**config.mk**
```make
export PLATFORM = sky130hd
export DESIGN_NAME = seq_gen
export DESIGN_NICKNAME = d
export VERILOG_FILES = /design/src/rtl/seq_gen_pkg.sv /design/src/rtl/seq_gen_next.sv /design/src/rtl/seq_gen.sv
export SDC_FILE = /design/constraint.sdc
export NUM_CORES = 1
export LEC_CHECK = 0
export BUFFER_PORTS_ARGS = -buffer_cell sky130_fd_sc_hd__buf_4
export CAP_MARGIN = 15
export CORE_ASPECT_RATIO = 1.4
export CORE_MARGIN = 5
export CORE_UTILIZATION = 45
export CTS_CLUSTER_DIAMETER = 80
export DETAILED_ROUTE_END_ITERATION = 6
export GPL_TIMING_DRIVEN = 0
export PLACE_DENSITY = 0.66
export SLEW_MARGIN = 10
export SYNTH_ARGS = -nofsm -noshare
export SYNTH_HDL_FRONTEND = slang
export SYNTH_SLANG_ARGS = --single-unit
```
**constraint.sdc**
```tcl
create_clock -name CLK -period 2.8 [get_ports CLK]
set_clock_uncertainty 0.1 [all_clocks]
set_input_delay 0.7 -clock CLK [delete_from_list [all_inputs] [get_ports CLK]]
set_output_delay 0.7 -clock CLK [all_outputs]
set_load 0.02 [all_outputs]
```
**src/rtl/seq_gen_pkg.sv**
```systemverilog
// seq_gen_pkg
// Shared constants for the seq_gen sequence generator:
//   - step mode encodings (hold, LFSR, ring, Johnson)
//   - rotate direction encodings
//   - maximal-length LFSR feedback masks for widths 3..8, expressed in the
//     generator's convention (bit i set means state bit i feeds the XOR,
//     and the feedback enters at bit 0 while the state shifts left)
package seq_gen_pkg;

  localparam logic [1:0] MODE_HOLD    = 2'b00;
  localparam logic [1:0] MODE_LFSR    = 2'b01;
  localparam logic [1:0] MODE_RING    = 2'b10;
  localparam logic [1:0] MODE_JOHNSON = 2'b11;

  localparam logic DIR_LEFT  = 1'b0;
  localparam logic DIR_RIGHT = 1'b1;

  // Maximal polynomials for common widths; widths outside 3..8 return zero
  // so a caller can tell that no default exists.
  function automatic logic [7:0] default_taps(input int unsigned width);
    logic [7:0] taps;
    case (width)
      32'd3:   taps = 8'b0000_0110;  // x^3+x^2+1
      32'd4:   taps = 8'b0000_1100;  // x^4+x^3+1
      32'd5:   taps = 8'b0001_0100;  // x^5+x^3+1
      32'd6:   taps = 8'b0011_0000;  // x^6+x^5+1
      32'd7:   taps = 8'b0110_0000;  // x^7+x^6+1
      32'd8:   taps = 8'b1011_1000;  // x^8+x^6+x^5+x^4+1
      default: taps = 8'b0000_0000;
    endcase
    return taps;
  endfunction

endpackage

```
**src/rtl/seq_gen_next.sv**
```systemverilog
// seq_gen_next
// Purely combinational next-state function of the sequence generator.
// Ports:
//   ro        in  WIDTH  current state
//   mode      in  2      00 hold, 01 LFSR, 10 ring, 11 Johnson
//   dir       in  1      0 left, 1 right (ring/Johnson only)
//   next      out WIDTH  state after one step
//   is_lockup out 1      LFSR step from the all-zero state (next is RESET_STATE)
module seq_gen_next
  import seq_gen_pkg::*;
#(
  parameter int               WIDTH       = 5,
  parameter logic [WIDTH-1:0] TAPS        = 5'b10100,
  parameter logic [WIDTH-1:0] RESET_STATE = 5'b00001
) (
  input  logic [WIDTH-1:0] ro,
  input  logic [1:0]       mode,
  input  logic             dir,
  output logic [WIDTH-1:0] next,
  output logic             is_lockup
);

  // Select the stepped state for the current mode and direction
  always_comb begin
    next      = ro;
    is_lockup = 1'b0;
    case (mode)
      MODE_HOLD: begin
        next = ro;
      end
      MODE_LFSR: begin
        // All-zero is a fixed point of an XOR LFSR; escape it by reseeding.
        if (ro == {WIDTH{1'b0}}) begin
          next      = RESET_STATE;
          is_lockup = 1'b1;
        end else begin
          next = {ro[WIDTH-2:0], ^(ro & TAPS)};
        end
      end
      MODE_RING: begin
        if (dir == DIR_RIGHT) begin
          next = {ro[0], ro[WIDTH-1:1]};
        end else begin
          next = {ro[WIDTH-2:0], ro[WIDTH-1]};
        end
      end
      MODE_JOHNSON: begin
        if (dir == DIR_RIGHT) begin
          next = {~ro[0], ro[WIDTH-1:1]};
        end else begin
          next = {ro[WIDTH-2:0], ~ro[WIDTH-1]};
        end
      end
      default: begin
        next = ro;
      end
    endcase
  end

endmodule

```
**src/rtl/seq_gen.sv**
```systemverilog
// seq_gen
// Loadable WIDTH-bit sequence generator with hold / LFSR / ring / Johnson
// stepping, seed-return detection, period measurement and LFSR lockup
// recovery. All outputs come straight from registers.
// Ports:
//   CLK      in  1        clock, rising edge
//   Reset_n  in  1        asynchronous active-low reset
//   Load     in  1        load inState as state and seed (beats Enable)
//   Enable   in  1        take one step this cycle
//   Mode     in  2        00 hold, 01 LFSR, 10 ring, 11 Johnson
//   Dir      in  1        0 left, 1 right (ring/Johnson only)
//   inState  in  WIDTH    load value
//   RO       out WIDTH    current state
//   Wrap     out 1        pulse: state just returned to the seed
//   Lockup   out 1        pulse: LFSR zero-state recovery happened
//   Period   out WIDTH+1  step count of the last completed cycle
module seq_gen
  import seq_gen_pkg::*;
#(
  parameter int               WIDTH       = 5,
  parameter logic [WIDTH-1:0] TAPS        = 5'b10100,
  parameter logic [WIDTH-1:0] RESET_STATE = 5'b00001
) (
  input  logic             CLK,
  input  logic             Reset_n,
  input  logic             Load,
  input  logic             Enable,
  input  logic [1:0]       Mode,
  input  logic             Dir,
  input  logic [WIDTH-1:0] inState,
  output logic [WIDTH-1:0] RO,
  output logic             Wrap,
  output logic             Lockup,
  output logic [WIDTH:0]   Period
);

  localparam logic [WIDTH:0] CNT_MAX  = {(WIDTH+1){1'b1}};
  localparam logic [WIDTH:0] CNT_ZERO = {(WIDTH+1){1'b0}};
  localparam logic [WIDTH:0] CNT_ONE  = {{WIDTH{1'b0}}, 1'b1};

  logic [WIDTH-1:0] ro_r;
  logic [WIDTH-1:0] seed_r;
  logic [WIDTH:0]   count_r;
  logic [WIDTH:0]   period_r;
  logic             wrap_r;
  logic             lockup_r;

  logic [WIDTH-1:0] next_s;
  logic             lockup_s;
  logic [WIDTH:0]   count_inc_s;
  logic             step_s;
  logic             seed_hit_s;

  seq_gen_next #(
    .WIDTH       (WIDTH),
    .TAPS        (TAPS),
    .RESET_STATE (RESET_STATE)
  ) u_next (
    .ro        (ro_r),
    .mode      (Mode),
    .dir       (Dir),
    .next      (next_s),
    .is_lockup (lockup_s)
  );

  // Step qualification, saturating count increment and seed-return detection
  always_comb begin
    step_s      = Enable && (Mode != MODE_HOLD);
    count_inc_s = (count_r == CNT_MAX) ? CNT_MAX : (count_r + CNT_ONE);
    // Once the counter has saturated the true period is unknown, so a
    // return to the seed is no longer reported.
    seed_hit_s  = (next_s == seed_r) && (count_r != CNT_MAX);
  end

  // State, seed, counter and pulse registers (Load beats Enable)
  always_ff @(posedge CLK or negedge Reset_n) begin
    if (!Reset_n) begin
      ro_r     <= RESET_STATE;
      seed_r   <= RESET_STATE;
      count_r  <= CNT_ZERO;
      period_r <= CNT_ZERO;
      wrap_r   <= 1'b0;
      lockup_r <= 1'b0;
    end else if (Load) begin
      ro_r     <= inState;
      seed_r   <= inState;
      count_r  <= CNT_ZERO;
      wrap_r   <= 1'b0;
      lockup_r <= 1'b0;
    end else if (step_s) begin
      ro_r <= next_s;
      if (lockup_s) begin
        count_r  <= CNT_ZERO;
        wrap_r   <= 1'b0;
        lockup_r <= 1'b1;
      end else if (seed_hit_s) begin
        period_r <= count_r + CNT_ONE;
        count_r  <= CNT_ZERO;
        wrap_r   <= 1'b1;
        lockup_r <= 1'b0;
      end else begin
        count_r  <= count_inc_s;
        wrap_r   <= 1'b0;
        lockup_r <= 1'b0;
      end
    end else begin
      wrap_r   <= 1'b0;
      lockup_r <= 1'b0;
    end
  end

  assign RO     = ro_r;
  assign Wrap   = wrap_r;
  assign Lockup = lockup_r;
  assign Period = period_r;

endmodule

```
After elaboration in Yosys (flattened, before gate mapping) --
Cells that the tools add are included.
Word-level totals: memory bits (writable) 0, memory bits (read-only) 0, logic and storage cells 45, flip-flop bits (word level) 24, memories kept 0, input bits 12, latch bits 0, output and inout bits 13
Operators by class: shift-type cells 0, order comparisons 0, muxes and demuxes 20, $mul 0, divide/modulo/power cells 0, reductions and logical operators 8, equal/unequal tests 6, bitwise gates (word level) 4, add/sub/neg operators 1
Operator list (number):
- 6-bit 2-to-1 mux | 5
- 5-bit 2-to-1 mux | 5
- 5-bit case mux with 4 select lines | 1
- 1-bit 2-to-1 mux | 9
- 6-bit by 1-bit adder with 6-bit output, second input constant | 1
- 6-bit == test, second input constant | 1
- 6-bit != test, second input constant | 1
- 5-bit == test | 1
- 5-bit logical NOT | 1
- 5-bit parity | 1
- 2-bit == test, second input constant | 2
- 1-bit inverter | 4
- 4-bit AND reduction | 1
- 2-bit nonzero test | 2
- 2-bit by 1-bit == test with 1-bit output, second input constant | 1
- 1-bit logical AND | 2
- 2-bit logical NOT | 1

Longest topological paths before layout --
depth in word-level cells 9, gate-level depth with buffers 8, gate-level depth less buffers 8

Hierarchy --
From an unflattened synthesis, not the netlist that was laid out.
Unflattened totals: cell total of the unflattened synthesis 135, area total of the unflattened synthesis 1351.3 um^2
Modules (own cells, without submodules):
- seq_gen | sequential area each 603.1 um^2, cells an instance 102, times used 1, area each 1104.8 um^2
- seq_gen_next | sequential area each 0.0 um^2, cells an instance 33, times used 1, area each 246.5 um^2

Worst setup path after synthesis --
OpenSTA, ideal clock, no wires.
path kind in2reg, start point in Mode[1], end point reg period_r[2] (netlist: Period[2]), stages on the path 7, data arrival time 2244 ps, buffers on the path 0, required time 2575 ps, setup slack 331 ps, library setup time 125 ps, cells stage by stage or3b_2 -> o22ai_1 -> o31ai_2 -> xnor2_2 -> nand4_4 -> inv_4 -> mux2_4
Between the ends: cells in the longest elaborated chain, start to end 5, elaborated cells on any way between the ends 12, classes of those cells 4 x eq/ne; 2 x mux; 1 x bitwise; 5 x reduce/logical
RTL lines:
- from (decl) | line seq_gen.sv:28 | input logic [1:0] Mode,
- 2-bit == test, or another cell as far along | line seq_gen_next.sv:27 | case (mode)
- 5-bit case mux with 4 select lines | line seq_gen_next.sv:27
- 5-bit == test | line seq_gen.sv:72 | seed_hit_s = (next_s == seed_r) && (count_r != CNT_MAX);
- 1-bit logical AND | line seq_gen.sv:72
- 4-bit AND reduction (no source line) *
- to (signal assigned) | line seq_gen.sv:97 | period_r <= count_r + CNT_ONE;
- to (decl) | line seq_gen.sv:44 | logic [WIDTH:0] period_r;
Every way passes the cells marked *; elsewhere a longest branch is shown, timed or not. A chain may end at the register's enable or synchronous reset.

Worst setup path in the final report --
start point in Mode[0], end point reg period_r[2] (netlist: Period[2])
The elaborated chain is that of the path after synthesis.

==> results_dict.tcl <==
set metrics [dict create \
    status "finished clean" \
    pin_count 25 \
    synthCells 154 \
    startpoint_type "input pin" \
    clockBufferDepth 2 \
    layout-drive-gt1-share_pct 27.8 \
    final_common_cell "buf_4" \
    placed_area_um2 1730 \
    cp_num_buf_inv 3 \
    io_buffers 22 \
    overflow 0 \
    ys_warn_count 0 \
    htreeDepth 1 \
    internal-power_uw 597 \
    power.share.combinational_pct 26.1 \
    place_inst 216 \
    synth_area_um2 1510 \
    die_h_um 78.6 \
    seq_area_frac_synth_pct 39.9 \
    synthesis.nets 167 \
    p_switching_uw 263 \
    rows 25 \
    cp_cell_sequence "buf_4 -> buf_2 -> nor2_1 -> nor3b_1 -> nor3_1 -> xnor2_1 -> nand4_4 -> inv_4 -> mux2_4" \
    synth.distinct_cells 43 \
    setup.worst_path.class "input pin to flip-flop" \
    wl_per_cell_um 14.3 \
    worstPathMaxFanout 10 \
    endpoint_kind "flip-flop" \
    grt_pass1_wl_um 5350 \
    start_util_pct 45.6 \
    diodes 0 \
    rsz0062_at_grt "false" \
    irDropWorstVdd_v 0.000260 \
    report.power.total_uw 860 \
    clkSinkCount 24 \
    cts_hold_buf 0 \
    crit_path_max_incr_delay_ns 0.47 \
    dpl.hpwl_um 2480 \
    coreArea_um2 3320 \
    power.leakage_nw 0.825 \
    cts_resized 0 \
    dr.pass1.iters 4 \
    drt_iter0_markers 19 \
    worst-r2r-cell-count 7 \
    wl_um 3140 \
    r2r_start "RO[2]" \
    multi_input_area_um2 825 \
    hold_violations 0 \
    viasPerCell 5.51 \
    p_per_area_nw_per_um2 482 \
    tightest_slew_ns 0.556 \
    grt_max_degree 25 \
    cts_tree "built" \
    grt_antenna_before_repair 0 \
    synth-seq-cells 24 \
    remaining_drc_errors 0 \
    drv_slew 0 \
    vias 1212 \
    mostFrequentLayoutCells "buf_4 (24), dfrtp_1 (22), nand2_1 (19)" \
    synth.area.top_cells "dfrtp_1 (36%), mux2i_1 (9.3%), xnor2_1 (5.2%), mux2_4 (5.0%), nand2_1 (4.7%)" \
    fp.dieW_um 59 \
    gp_congestion 0.813 \
    num-nets-final 194 \
    period_needed_ns 2.51 \
    final_cells 220 \
    dieArea_um2 4640 \
    fmax_mhz 398 \
    holdWs_ns 0.220 \
    num-fill-cells 320 \
    cts_buffers 3 \
    finalSetupViolCount 0 \
    period_share_pct 89.6 \
    clkPwrFrac_pct 27.2 \
    fin_ws_ns 0.290 \
    design_area_um2 1780 \
    seqPwrFrac_pct 46.7 \
    relSlewSlack_pct 62.9 \
    cap_violations 0 \
    clk_pin_slew_ns 0.08 \
    grt_pass1_vias 1254 \
    area_delta_synth_final_pct 17.9 \
    r2r_end "Period[2]" \
    cpLargestDelayFamily "simple AND/OR/NAND/NOR gates" \
    synth_top_area_share_pct 36.4 \
    regToRegSetupSlack_ns 0.33 \
    min_path_type "input pin to async pin" \
    clockRootBuffer "clkbuf_8" \
    drtAntennaViolNets 0 \
    fin_util_pct 53.8 \
    clk_latency_ns 0.26 \
    synth.largest_area_cell "dfrtp_1" \
    final-seq-area_um2 603 \
    setup_tns_ns 0 \
    track_usage_pct 14.9 \
    synth_area_per_cell_um2 9.82 \
    pre_cts_slack_ns 0.00615 \
    arrival_ns 2.56 \
    switching_share_pct 30.5 \
    crit_slowest_cell "nor3_1" \
    cp.required_ns 2.85 \
    cts_setup_buffers 0 \
]
## power by group through the flow
stage | sequential (mW) | clock, mW | combinational [mW]
floorplan | 0.421 | 0 | 0.139
global placement | 0.408 | 0 | 0.220
detailed placement | 0.409 | 0 | 0.227
CTS | 0.402 | 0.240 | 0.228
global route | 0.406 | 0.257 | 0.248
finish | 0.402 | 0.233 | 0.225
## registers in the layout, indices dropped and copies added (netlist names)
name     count
RO           5
Wrap         1
Lockup       1
count_r      6
seed_r       5
Period       6
## logic make-up (layout without fill, tap and decap cells)
logic type	Yosys count	count (layout)	share of synthesized area [%]
compound gates	32	32	13.9
xor+xnor	12	12	7.94
fa+ha+maj	1	1	0.827
buf+inv	19	45	5.62
flops	24	24	39.9
mux	19	19	14.2
simple gates	47	47	17.6
## area by class of cell
class | instances | share of cell area, %
inverter | 10 | 2.25
buffer | 9 | 2.53
sequential | 24 | 33.8
clock buffer | 4 | 3.09
timing repair buffer | 22 | 9.26
tap | 40 | 2.81
multi-input combinational | 111 | 46.2
## how the worst max path moves through the flow
stage	startpoint	endpoint	slack [ns]	depth (start not counted)
global route	Mode[0]	count_r[2]	0.11	8
CTS	Mode[0]	Period[2]	0.29	9
detailed placement	Mode[0]	Period[5]	0.006	9
global placement	Mode[0]	Period[3]	0.04	9
floorplan	Mode[1]	Period[2]	0.33	7
finish	Mode[0]	Period[2]	0.29	9
## routing by layer
| metal | share of wire, % | wire (um) | global-route usage (%) |
|---|---|---|---|
| met1 | 40 | 1250 | 15.3 |
| met2 | 55 | 1730 | 28.9 |
| met3 | 3.5 | 109 | 1.97 |
| met4 | 1.7 | 53 | 5.67 |
| met5 | 0 | 0 | 0 |
## cell usage after synthesis (all sizes together)
| cell type | count |
|---|---|
| nor2 | 3 |
| xor2 | 1 |
| nor3b | 2 |
| or2 | 3 |
| and2 | 1 |
| or4 | 1 |
| clkbuf | 5 |
| xnor2 | 11 |
| mux2 | 5 |
| inv | 10 |
| o211ai | 3 |
| or3 | 1 |
| mux2i | 14 |
| a32o | 1 |
| o311ai | 4 |
| o21ai | 16 |
| o31ai | 3 |
| o22ai | 1 |
| or3b | 1 |
| dfstp | 2 |
| nor3 | 4 |
| dfrtp | 22 |
| a21oi | 4 |
| or2b | 2 |
| and4 | 1 |
| nand2 | 19 |
| nor2b | 1 |
| ha | 1 |
| nand3 | 5 |
| nand4 | 3 |
| buf | 4 |
(Power assumes the default switching activity.)
